### config.mk
export PLATFORM = sky130hd
export DESIGN_NAME = multicycle_controller
export DESIGN_NICKNAME = d
export VERILOG_FILES = /design/src/rtl/multicycle_controller.sv
export SDC_FILE = /design/constraint.sdc
export NUM_CORES = 1
export LEC_CHECK = 0
export CORE_ASPECT_RATIO = 1.2
export CORE_MARGIN = 2
export CORE_UTILIZATION = 45
export DETAILED_ROUTE_END_ITERATION = 7
export PLACE_DENSITY = 0.66
export SLEW_MARGIN = 20
export SYNTH_ARGS = -nofsm -noshare
export SYNTH_HDL_FRONTEND = slang
export SYNTH_SLANG_ARGS = --single-unit
### constraint.sdc
create_clock -name CLK -period 4.53 [get_ports CLK]
set_clock_uncertainty 0.15 [all_clocks]
set_input_delay 0.6795 -clock CLK [delete_from_list [all_inputs] [get_ports CLK]]
set_output_delay 0.6795 -clock CLK [all_outputs]
set_load 0.02 [all_outputs]
### src/rtl/multicycle_controller.sv
// Multicycle control sequencer: Moore FSM driving datapath enables with memory wait states and a timeout trap.
// Define PERF_CNT_EN to add the cycle_cnt / instr_cnt performance counter outputs.
module multicycle_controller #(
   parameter int unsigned TIMEOUT_CYCLES = 15,
   parameter int unsigned CNT_W          = 32
) (
   input  logic       CLK,
   input  logic       RST,
   input  logic [5:0] Op,
   input  logic       Zero_Flag,
   input  logic       mem_ready,
   output logic       PCWrite,
   output logic [1:0] PCSrc,
   output logic       IRWrite,
   output logic       IorD,
   output logic       ALUSrcA,
   output logic [1:0] ALUSrcB,
   output logic [2:0] ALU_op,
   output logic       RegDst,
   output logic       Demuxo,
   output logic       WeMD,
   output logic       ReMD,
   output logic       BRWe,
   output logic [3:0] state,
   output logic       trap
`ifdef PERF_CNT_EN
   ,
   output logic [CNT_W-1:0] cycle_cnt,
   output logic [CNT_W-1:0] instr_cnt
`endif
);

   typedef enum logic [3:0] {
      FETCH     = 4'd0,
      DECODE    = 4'd1,
      MEM_ADDR  = 4'd2,
      MEM_READ  = 4'd3,
      MEM_WB    = 4'd4,
      MEM_WRITE = 4'd5,
      EXEC_R    = 4'd6,
      R_WB      = 4'd7,
      BRANCH    = 4'd8,
      JUMP      = 4'd9,
      ADDI_EX   = 4'd10,
      ADDI_WB   = 4'd11,
      HALT      = 4'd12
   } state_t;

   localparam logic [5:0] OP_RTYPE = 6'b000000;
   localparam logic [5:0] OP_LW    = 6'b100011;
   localparam logic [5:0] OP_SW    = 6'b101011;
   localparam logic [5:0] OP_BEQ   = 6'b000100;
   localparam logic [5:0] OP_J     = 6'b000010;
   localparam logic [5:0] OP_ADDI  = 6'b001000;

   state_t      state_q, state_d;
   logic [31:0] wait_q, wait_d;
   logic        trap_q, trap_d;
   logic        waiting;

   always_ff @(posedge CLK or posedge RST) begin
      if (RST) begin
         state_q <= FETCH;
         wait_q  <= '0;
         trap_q  <= 1'b0;
      end else begin
         state_q <= state_d;
         wait_q  <= wait_d;
         trap_q  <= trap_d;
      end
   end

   always_comb begin
      state_d = state_q;
      wait_d  = '0;
      trap_d  = trap_q;
      waiting = 1'b0;
      case (state_q)
         FETCH: begin
            waiting = 1'b1;
            if (mem_ready) state_d = DECODE;
         end
         DECODE: begin
            case (Op)
               OP_RTYPE:      state_d = EXEC_R;
               OP_LW, OP_SW:  state_d = MEM_ADDR;
               OP_BEQ:        state_d = BRANCH;
               OP_J:          state_d = JUMP;
               OP_ADDI:       state_d = ADDI_EX;
               default:       state_d = HALT;
            endcase
         end
         MEM_ADDR:  state_d = (Op == OP_SW) ? MEM_WRITE : MEM_READ;
         MEM_READ: begin
            waiting = 1'b1;
            if (mem_ready) state_d = MEM_WB;
         end
         MEM_WRITE: begin
            waiting = 1'b1;
            if (mem_ready) state_d = FETCH;
         end
         EXEC_R:    state_d = R_WB;
         ADDI_EX:   state_d = ADDI_WB;
         R_WB, MEM_WB, BRANCH, JUMP, ADDI_WB: state_d = FETCH;
         HALT:      state_d = HALT;
         default:   state_d = HALT;
      endcase
      // A completing access (mem_ready=1) always beats the timeout.
      if (waiting && !mem_ready) begin
         wait_d = wait_q + 32'd1;
         if ((TIMEOUT_CYCLES != 32'd0) && (wait_d >= TIMEOUT_CYCLES)) state_d = HALT;
      end
      if (state_d == HALT) trap_d = 1'b1;
   end

   always_comb begin
      PCWrite = 1'b0;
      PCSrc   = 2'b00;
      IRWrite = 1'b0;
      IorD    = 1'b0;
      ALUSrcA = 1'b0;
      ALUSrcB = 2'b00;
      ALU_op  = 3'b000;
      RegDst  = 1'b0;
      Demuxo  = 1'b0;
      WeMD    = 1'b0;
      ReMD    = 1'b0;
      BRWe    = 1'b0;
      // Reset overrides the decode so nothing is written while RST is high.
      if (!RST) begin
         case (state_q)
            FETCH: begin
               ReMD    = 1'b1;
               ALUSrcB = 2'b01;
               IRWrite = mem_ready;
               PCWrite = mem_ready;
            end
            DECODE:   ALUSrcB = 2'b11;
            MEM_ADDR: begin
               ALUSrcA = 1'b1;
               ALUSrcB = 2'b10;
            end
            MEM_READ: begin
               ReMD    = 1'b1;
               IorD    = 1'b1;
               ALUSrcA = 1'b1;
               ALUSrcB = 2'b10;
            end
            MEM_WB:   BRWe = 1'b1;
            MEM_WRITE: begin
               WeMD    = 1'b1;
               IorD    = 1'b1;
               ALUSrcA = 1'b1;
               ALUSrcB = 2'b10;
            end
            EXEC_R: begin
               ALUSrcA = 1'b1;
               ALU_op  = 3'b010;
            end
            R_WB: begin
               RegDst = 1'b1;
               Demuxo = 1'b1;
               BRWe   = 1'b1;
            end
            BRANCH: begin
               ALUSrcA = 1'b1;
               ALU_op  = 3'b001;
               PCSrc   = 2'b01;
               PCWrite = Zero_Flag;
            end
            JUMP: begin
               PCSrc   = 2'b10;
               PCWrite = 1'b1;
            end
            ADDI_EX: begin
               ALUSrcA = 1'b1;
               ALUSrcB = 2'b10;
            end
            ADDI_WB: begin
               Demuxo = 1'b1;
               BRWe   = 1'b1;
            end
            default: ;
         endcase
      end
   end

   assign state = state_q;
   assign trap  = trap_q;

`ifdef PERF_CNT_EN
   logic [CNT_W-1:0] cycle_cnt_q, instr_cnt_q;
   logic             instr_done;

   assign instr_done = (state_d == FETCH) &&
                       ((state_q == R_WB) || (state_q == MEM_WB) || (state_q == MEM_WRITE) ||
                        (state_q == BRANCH) || (state_q == JUMP) || (state_q == ADDI_WB));

   always_ff @(posedge CLK or posedge RST) begin
      if (RST) begin
         cycle_cnt_q <= '0;
         instr_cnt_q <= '0;
      end else begin
         if (state_q != HALT) cycle_cnt_q <= cycle_cnt_q + CNT_W'(1);
         if (instr_done)      instr_cnt_q <= instr_cnt_q + CNT_W'(1);
      end
   end

   assign cycle_cnt = cycle_cnt_q;
   assign instr_cnt = instr_cnt_q;
`endif

endmodule

==> metrics.txt <==
total track usage=0.191; Ports=31; leading cell type in the layout, fill and taps excluded=nor2_1; Final min period=3300 ps; Synth Flop Type=dfrtp_1; final count of hold timing violations=0; Antenna diodes=0; drt via density=5.58; delay-heaviest family, CP=buffers and inverters; final worst path period share=0.728; setup_tns=0 ps; Setup CP Type=in2out; number of global-route vias before repair=2229; top cells by area, synth=dfrtp_1 (34%), nor2_1 (7.7%), xnor2_1 (5.7%); outcome=completed; Setup Viol. Count Final=0; Worst setup SP type=primary input; initial antenna violation count=0; Synth async-reset ratio=1.00; Worst Path Buf+Inv=2; clock root cell=clkbuf_8; clock latency on the worst-skew pair=300 ps; xor/xnor share of the synthesized area=0.0957; CTS HTree Levels=2; EDFF count, synth=0; Core Rows=31; cell area after synthesis=2750 um2; Die Y=89.6 um; Synth Area in Adders=0.00912; crit-path cells=clkdlybuf4s50_1, nor3_1, and3_1, a211o_1, clkdlybuf4s50_1; Num CTS Buffers=5; Hold Buf Count CTS=0; DR pass1 iterations=4; fmax=0.303 GHz; setup repair bufs after CTS=0; post-synthesis cell count=341; Post-Route WL=5860 um; routed via count=2417; most frequent CP cell=clkdlybuf4s50_1; Leak=1.16 nW; WHS=362 ps; GP Congestion=0.810; global-route wire length before repair=10100 um; Sink Count=37; clock-pin slew on the worst setup and hold paths=70 ps; post-synthesis compound-gate area fraction=0.137; Die X=75.3 um; unrepaired setup endpoints after global routing=no; Area Growth Syn to Fin=13.2%; Max Cap Viol=0; DRT antenna net count=0; largest net degree at the start of global routing=38; maximum vdd drop=0.186 mV; port bufs=29; GR Overflow Total=0; DRT iter0 DRCs=148; post-cts gate resize count=0; largest family of logic cells by synthesized area=simple AND/OR/NAND/NOR gates; critical path endpoint category=output port; crit path DAT=2470 ps; Syn Area/Cell=8.05 um2; PD cells=313 nW/um2; Std-Cell Core Area=5970 um2; CTS tree=done; area leader, netlist=dfrtp_1; slew margin rel.=0.497; Crit path required time=3700 ps; full die area=6740 um2; DP HPWL=4170 um; buffer depth of the longest clock path=2; CP Max Fanout=8; Starting Density=0.460; share of post-route cells with drive strength above 1=0.0712; Ys Warns=0; WL/cell=13.5 um; CP max stage cell=clkdlybuf4s50_1; Seq/Total Area, Yosys=0.337; syn_nets=353; hold crit path type=reg2reg; NumNets Final=362; post-synth top area share=0.337; Post-route DRC=0; mux cell area share after synthesis=0.0223; Least-Margin Pin Slew=747 ps; #FFs+latches synth=37; Synth cell types=54; fillers=611; most frequent cells in the layout=nor2_1 (56), dfrtp_1 (37), clkdlybuf4s50_1 (29), nand2_1 (26), xnor2_1 (18); Simple-Gate Fraction of Synth Area=0.337; Slew Limit Fails=0; Critical Path Max Stage Delay=620 ps
## per-layer routing
| metal | vias to the layer above | GRT usage | routed length (um) |
|---|---|---|---|
| met5 | - | 0 | 0 |
| li1 | 1222 | - | - |
| met2 | 36 | 0.319 | 2920 |
| met1 | 1150 | 0.242 | 2690 |
| met3 | 9 | 0.0372 | 154 |
| met4 | 0 | 0.0702 | 95 |
## where the power goes
part           switching (mW)  total [mW]  internal, mW
combinational           0.193       0.336         0.143
sequential             0.0651       0.413         0.347
clock                   0.115       0.222         0.107
## Yosys cell counts, types with 8 or more instances
cell and count:
xnor2_1 18, inv_1 10, xor2_1 12, and3_1 8, nand3_1 17, nand2_1 26
nand4_1 13, a21oi_1 13, clkbuf_1 19, nor2_1 56, o21ai_0 11, dfrtp_1 37
nor3_1 15, nor4_1 10
## flip-flops by register name, indices dropped and copies added, names as in the netlist
register	flops
wait_q	32
state	4
trap	1
## stage by stage
step	instances	cell area, um2	worst slack [ps]	power [mW]	utilization
floorplan	341	2750	1010	0.634	-
global placement	425	3020	1260	0.757	0.506
detailed placement	425	3020	1240	0.757	0.506
CTS	433	3110	1230	0.984	0.520
global route	433	3110	1160	1.04	0.520
finish	433	3110	1230	0.971	0.520
## cell type report
type                       count  area [um2]  share of cell area
multi-input combinational    265        1650               0.532
timing repair buffer          31         305              0.0983
inverter                      10        37.5              0.0121
sequential                    37         926               0.298
clock buffer                   6        72.6              0.0234
clock inverter                 2        10.0             0.00322
tap                           82         103              0.0330
## path summary, 6_finish.rpt
path | end | depth (start not counted) | slack [ps] | startpoint
setup / recovery | PCWrite | 5 | 1230 | RST
hold / removal | trap | 2 | 360 | trap
setup reg to reg | state[3] | 8 | 1500 | wait_q[0]
hold reg to reg | trap | 2 | 360 | trap
max in group asynchronous | wait_q[13] | 3 | 2960 | RST
min in group asynchronous | wait_q[28] | 3 | 920 | RST
## cell families (layout without fill, tap and decap cells)
logic type | Yosys count | in the layout
and+or+nand+nor | 174 | 174
AOI/OAI and AO/OA | 52 | 52
buffers and inverters | 39 | 49
DFF | 37 | 37
xor gates and xnor gates | 30 | 30
muxes | 6 | 6
adders and majority gates | 2 | 2
other | 1 | 1
## worst register-to-register path, cell delays in order (launching register included)
cell,delay (ps)
dfrtp_1,450
ha_1,370
and3_1,330
nand3_1,100
a2111oi_0,420
o2111ai_1,240
a2111oi_4,370
a31oi_2,190
a211o_1,290
Note: power is estimated with default switching activity, not from simulation.
